==> src/rtl/adc_spi_master.sv <==
// rtl/adc_spi_master.sv - multi-channel SPI ADC reader; optional feature macro ADC_LEADING_ZERO_CHECK_EN adds frame_err
module adc_spi_master #(
    parameter int NUM_CH     = 2,
    parameter int FRAME_BITS = 16,
    parameter int DATA_BITS  = 12,
    parameter int CLK_DIV    = 4,
    parameter int QUIET_CYC  = 4
) (
    input  logic                          clk,
    input  logic                          reset,
    input  logic                          start,
    input  logic                          cont,
    input  logic [NUM_CH-1:0]             SDATA,
    output logic                          CS,
    output logic                          SCLK,
    output logic                          busy,
    output logic                          rx_done_tick,
    output logic [NUM_CH*DATA_BITS-1:0]   data_Out
`ifdef ADC_LEADING_ZERO_CHECK_EN
    ,
    output logic [NUM_CH-1:0]             frame_err
`endif
);

    // One shared counter times both the SCLK half-periods and the quiet gap.
    localparam int DIV_W = (CLK_DIV > 1) ? $clog2(CLK_DIV) : 1;
    localparam int QW    = (QUIET_CYC > 1) ? $clog2(QUIET_CYC) : 1;
    localparam int CW    = (DIV_W > QW) ? DIV_W : QW;
    localparam int BW    = (FRAME_BITS > 1) ? $clog2(FRAME_BITS) : 1;

    localparam logic [CW-1:0] DIV_LAST   = CW'(CLK_DIV - 1);
    localparam logic [CW-1:0] QUIET_LAST = CW'(QUIET_CYC - 1);
    localparam logic [BW-1:0] BIT_LAST   = BW'(FRAME_BITS - 1);

    typedef enum logic [1:0] {
        ST_IDLE  = 2'd0,
        ST_LEAD  = 2'd1,
        ST_SHIFT = 2'd2,
        ST_QUIET = 2'd3
    } state_t;

    state_t                               state_q, state_d;
    logic [CW-1:0]                        cnt_q, cnt_d;
    logic [BW-1:0]                        bit_q, bit_d;
    logic                                 ph_q, ph_d;     // 0: SCLK low phase, 1: high phase
    logic                                 sample;         // last cycle of a low phase
    logic                                 frame_end;      // last cycle of the final high phase
    logic [NUM_CH-1:0][FRAME_BITS-1:0]    sr_q;
    logic [NUM_CH*DATA_BITS-1:0]          data_q;
    logic                                 tick_q;
    logic                                 cs_q;
    logic                                 sclk_q;

    // State, counters and phase register.
    always_ff @(posedge clk or negedge reset) begin
        if (!reset) begin
            state_q <= ST_IDLE;
            cnt_q   <= '0;
            bit_q   <= '0;
            ph_q    <= 1'b0;
        end else begin
            state_q <= state_d;
            cnt_q   <= cnt_d;
            bit_q   <= bit_d;
            ph_q    <= ph_d;
        end
    end

    // Next-state logic: LEAD, then FRAME_BITS low/high periods, then the quiet gap.
    always_comb begin
        state_d   = state_q;
        cnt_d     = cnt_q;
        bit_d     = bit_q;
        ph_d      = ph_q;
        sample    = 1'b0;
        frame_end = 1'b0;
        case (state_q)
            ST_IDLE: begin
                if (start || cont) begin
                    state_d = ST_LEAD;
                    cnt_d   = '0;
                end
            end
            ST_LEAD: begin
                if (cnt_q == DIV_LAST) begin
                    state_d = ST_SHIFT;
                    cnt_d   = '0;
                    bit_d   = '0;
                    ph_d    = 1'b0;
                end else begin
                    cnt_d = cnt_q + 1'b1;
                end
            end
            ST_SHIFT: begin
                if (cnt_q == DIV_LAST) begin
                    cnt_d = '0;
                    if (!ph_q) begin
                        ph_d   = 1'b1;
                        sample = 1'b1;
                    end else if (bit_q == BIT_LAST) begin
                        state_d   = ST_QUIET;
                        ph_d      = 1'b0;
                        bit_d     = '0;
                        frame_end = 1'b1;
                    end else begin
                        ph_d  = 1'b0;
                        bit_d = bit_q + 1'b1;
                    end
                end else begin
                    cnt_d = cnt_q + 1'b1;
                end
            end
            ST_QUIET: begin
                if (cnt_q == QUIET_LAST) begin
                    cnt_d   = '0;
                    state_d = cont ? ST_LEAD : ST_IDLE;
                end else begin
                    cnt_d = cnt_q + 1'b1;
                end
            end
            default: state_d = ST_IDLE;
        endcase
    end

    // CS/SCLK registered from the next state so they line up with state_q.
    always_ff @(posedge clk or negedge reset) begin
        if (!reset) begin
            cs_q   <= 1'b1;
            sclk_q <= 1'b1;
            tick_q <= 1'b0;
        end else begin
            cs_q   <= !((state_d == ST_LEAD) || (state_d == ST_SHIFT));
            sclk_q <= !((state_d == ST_SHIFT) && !ph_d);
            tick_q <= frame_end;
        end
    end

    // Per-channel shift registers and result capture at frame end.
    always_ff @(posedge clk or negedge reset) begin
        if (!reset) begin
            sr_q   <= '0;
            data_q <= '0;
        end else begin
            for (int i = 0; i < NUM_CH; i++) begin
                if (sample) begin
                    sr_q[i] <= (sr_q[i] << 1) | FRAME_BITS'(SDATA[i]);
                end
                if (frame_end) begin
                    data_q[i*DATA_BITS +: DATA_BITS] <= sr_q[i][DATA_BITS-1:0];
                end
            end
        end
    end

`ifdef ADC_LEADING_ZERO_CHECK_EN
    logic [NUM_CH-1:0] err_q;

    // Flag any set bit above the result field, captured alongside data_Out.
    always_ff @(posedge clk or negedge reset) begin
        if (!reset) begin
            err_q <= '0;
        end else if (frame_end) begin
            for (int i = 0; i < NUM_CH; i++) begin
                err_q[i] <= |(sr_q[i] >> DATA_BITS);
            end
        end
    end

    assign frame_err = err_q;
`else
    // Upper frame bits only feed the leading-zero check.
    logic unused_sr_hi;
    assign unused_sr_hi = ^sr_q;
`endif

    assign CS           = cs_q;
    assign SCLK         = sclk_q;
    assign busy         = (state_q != ST_IDLE);
    assign rx_done_tick = tick_q;
    assign data_Out     = data_q;

endmodule

==> config.mk <==
export PLATFORM = sky130hd
export DESIGN_NAME = adc_spi_master
export DESIGN_NICKNAME = d
export VERILOG_FILES = /design/src/rtl/adc_spi_master.sv
export SDC_FILE = /design/constraint.sdc
export NUM_CORES = 1
export LEC_CHECK = 0
export CORE_MARGIN = 2
export CORE_UTILIZATION = 48
export DETAILED_ROUTE_END_ITERATION = 7
export GPL_TIMING_DRIVEN = 0
export HOLD_SLACK_MARGIN = 0.08
export PLACE_DENSITY = 0.78
export SYNTH_ARGS = -nofsm -noshare
export SYNTH_HDL_FRONTEND = slang
export SYNTH_SLANG_ARGS = --single-unit
export TNS_END_PERCENT = 10
==> constraint.sdc <==
create_clock -name clk -period 4 [get_ports clk]
set_input_delay 1 -clock clk [delete_from_list [all_inputs] [get_ports clk]]
set_output_delay 1 -clock clk [all_outputs]
set_load 0.03 [all_outputs]
==> summary.md <==
| Metric | Value |
|---|---|
| Most used standard cells in the synthesized netlist | `sky130_fd_sc_hd__dfrtp_1, sky130_fd_sc_hd__mux2_4, sky130_fd_sc_hd__mux2_2` |
| Share of synthesized registers carrying an async set or reset | `100%` |
| Die Height | `about 80 um` |
| Fill cell count | `between 400 and 500` |
| Post-CTS Repair Setup Buffers | `0` |
| Synth Warn # | `0` |
| Rows | `27` |
| Count of TritonRoute iterations in the first routing pass | `4` |
| CP max FO | `5` |
| Resized cells post-CTS | `0` |
| Final hold viol count | `0` |
| Net total in the final layout | `around 240` |
| Via-to-Cell Ratio | `5.23` |
| Drt first-iter violations | `about 70` |
| Leading post-synthesis cells by cell area | `sky130_fd_sc_hd__dfrtp_1, sky130_fd_sc_hd__mux2_4, sky130_fd_sc_hd__mux2_2` |
| Data required, critical path | `approximately 3 ns` |
| Placed wire-length estimate after detailed placement | `between 3000 and 4000 um` |
| Post-synth top area share | `between 50% and 60%` |
| Synthesized instance count | `between 150 and 200` |
| Number of antenna diodes | `0` |
| Worst setup SP type | `register` |
| Most frequent cell after synthesis | `sky130_fd_sc_hd__dfrtp_1` |
| Clock-pin transition on the worst setup and hold timing paths | `~0.070 ns` |
| EDFF count, synth | `0` |
| R2R cell count | `9` |
| Standby leakage power | `about 0.0017 uW` |
| Cell taking the most area after synthesis | `sky130_fd_sc_hd__dfrtp_1` |
| Cell at the root of the clock tree | `sky130_fd_sc_hd__clkbuf_8` |
| Power density of the placed cells | `~550 nW/um^2` |
| Average cell area after synthesis | `15.6 sq um` |
| Die extent in x | `approximately 80 um` |
| Pin count of the biggest net entering global routing | `33` |
| Worst-case clock buffer depth | `2` |
| Post-synthesis net count | `a little under 200` |
| Outcome | `finished clean` |
| Critical Path End Type | `output port` |
| Class of the most critical setup path | `register to output port` |
| Detail-routed net length per standard cell | `between 15 and 20 um` |
| Overall fraction of global-route tracks in use | `16.9%` |
| Gp weighted congestion | `around 0.77` |
| Starting utilization of the core area | `about half` |
| Max-cap check violation count | `0` |
| Cell Count Post-Placement | `283` |
| Via count | `approximately 1.6k` |
| Cell depth of the worst hold path | `1` |
| Setup repair after global routing missed its margin | `no` |
| Total gr overflow | `0` |
| Ys flop type | `sky130_fd_sc_hd__dfrtp_1` |
| CTS buffer count | `9` |
| CTS H-tree lvls | `3` |
| Time the final worst path needs with I/O delays and setup | `about 2.8 ns` |
| Wirelength, routed | `roughly 4700 um` |
| Distinct cells, synth | `37` |
| Hold path startpoint | `data_Out[17]` |
| Worst min-delay path endpoint | `data_Out[17]` |
| Slew at the pin closest to its max-slew limit | `slightly below 0.7 ns` |
| R2r startpoint | `state_q[0]` |
| Layout Area Growth over Synthesis | `25.6%` |
| Number of buffers added on ports | `33` |
| Final period utilization | `between 60 and 70%` |
| Worst EP arrival | `approximately 1.8 ns` |
| Netlist area before placement | `roughly 2800 sq um` |
| Antenna violations before repair | `0` |
| Final-layout setup total negative slack | `0 ns` |
| Antenna-violating nets left | `0` |
| Hold-fix buffers, CTS | `0` |
| Register bit count reported by yosys | `60` |
| Worst skew pair latency | `about 0.33 ns` |
| Non-filler cells in the finished layout | `~300` |
| Slew margin rel. | `a little under three fifths` |
| # IOs | `34` |
| Final setup fails | `0` |
| Highest Clock Rate | `between 300 and 400 MHz` |
| IR Drop Worst-Case VDD | `0.000373 V` |
| Sequential share of the synthesized area | `a little over half` |
| Worst setup slack for register-to-register paths | `1.93 ns` |
| Endpoint of the worst-slack reg-to-reg timing path | `SCLK` |
| Slew Limit Fails | `0` |
| Core Area | `5540 sq um` |
| # clock sinks | `60` |
| First-pass GRT wire length | `roughly 8000 um` |
| Hold/Removal Path Class | `register to register` |
| Clock tree from TritonCTS | `built` |
| Clk_skew | `slightly above 0.006 ns` |
| Number of remaining DRC errors | `0` |
| Share of layout cells above drive strength 1 | `between 30% and 40%` |
| Number of global-route vias before repair | `around 1.7k` |
| Area of the die | `roughly 6400 sq um` |
-- cells by family after synthesis --
| group | after synthesis | synth area share (%) |
|---|---|---|
| adder cells (fa/ha/maj) | 10 | 4.53 |
| AND/OR/NAND/NOR | 25 | 6.57 |
| AO/OA/AOI/OAI | 19 | 4.76 |
| multiplexers | 51 | 25.9 |
| buffers and inverters | 12 | 3.76 |
| flip-flops | 60 | 54.5 |
-- layout by cell type (no fill, tap or decap), types with 2 or more instances in the layout --
cell / Yosys / layout
sky130_fd_sc_hd__dfrtp_1: 58 / 58
sky130_fd_sc_hd__mux2_4: 38 / 38
sky130_fd_sc_hd__clkdlybuf4s50_1: 0 / 32
sky130_fd_sc_hd__mux2_2: 12 / 12
sky130_fd_sc_hd__ha_1: 10 / 10
sky130_fd_sc_hd__clkbuf_8: 0 / 10
sky130_fd_sc_hd__o21ai_0: 7 / 7
sky130_fd_sc_hd__inv_1: 6 / 6
sky130_fd_sc_hd__nand2_1: 5 / 5
sky130_fd_sc_hd__nor2_1: 4 / 4
sky130_fd_sc_hd__bufinv_16: 0 / 4
sky130_fd_sc_hd__buf_6: 3 / 3
sky130_fd_sc_hd__buf_12: 2 / 3
sky130_fd_sc_hd__dfstp_2: 2 / 2
sky130_fd_sc_hd__o21a_1: 2 / 2
sky130_fd_sc_hd__nor2b_1: 2 / 2
sky130_fd_sc_hd__nand3_4: 2 / 2
sky130_fd_sc_hd__nand4_1: 2 / 2
-- critical path, cell delays in order, from the launching register on --
cell                              delay (ns)
sky130_fd_sc_hd__dfrtp_1                0.41
sky130_fd_sc_hd__inv_1                  0.11
sky130_fd_sc_hd__ha_1                   0.21
sky130_fd_sc_hd__inv_1                  0.05
sky130_fd_sc_hd__clkdlybuf4s50_1        0.65
-- area by class of cell --
type | instances | area [sq um] | share of cell area [%]
multi-input combinational | 105 | 1150 | 33.3
sequential | 60 | 1500 | 43.4
timing repair buffer | 34 | 345 | 9.96
buffer | 6 | 81.3 | 2.34
tap | 72 | 90.1 | 2.60
clock inverter | 6 | 134 | 3.86
inverter | 6 | 22.5 | 0.649
clock buffer | 10 | 138 | 3.97
-- metrics by stage --
stage | hold slack [ns] | total power [uW] | worst slack [ns] | instance area, sq um | utilization, %
after floorplan | 0.482 | 1070 | 2.05 | 2760 | -
after global placement | 0.494 | 1180 | 0.107 | 3180 | 57.4
after detailed placement | 0.496 | 1190 | 1.41 | 3200 | 57.7
after CTS | 0.519 | 1940 | 1.21 | 3470 | 62.6
after global routing | 0.533 | 2030 | 1.14 | 3470 | 62.6
final | 0.514 | 1920 | 1.24 | 3470 | 62.6
-- sequential cells by signal, summed over array words and instances, names as in the netlist --
signal	cells
ph_q	1
rx_done_tick	1
data_Out	24
CS	1
sr_q	24
bit_q	4
state_q	2
cnt_q	2
SCLK	1
-- report_power, final --
part	total, uW	switching, uW	internal (uW)
Sequential	747	64.2	683
Clock	734	239	495
Combinational	440	228	213
Total	1920	531	1390
-- worst max-delay path by stage --
| stage | from | end | slack, ns | cells after the start |
|---|---|---|---|---|
| 6_report | state_q[1] | busy | 1.24 | 4 |
| 5_1_grt | state_q[1] | busy | 1.14 | 4 |
| 4_1_cts | state_q[1] | busy | 1.21 | 4 |
| 3_5_place_dp | cont | SCLK | 1.41 | 7 |
| 3_3_place_gp | reset | cnt_q[0] | 0.11 | 1 |
| 2_1_floorplan | cont | SCLK | 2.05 | 6 |
-- routing by layer --
layer,global-route usage [%],share of wire [%],vias to the layer above,wire length (um)
met1,21.4,46,808,2180
met2,26.1,49,33,2320
met4,6.78,1.6,0,78
li1,-,-,716,-
met5,0,0,-,0
met3,6.22,3.4,6,159
Note: power is estimated with default switching activity, not from simulation.
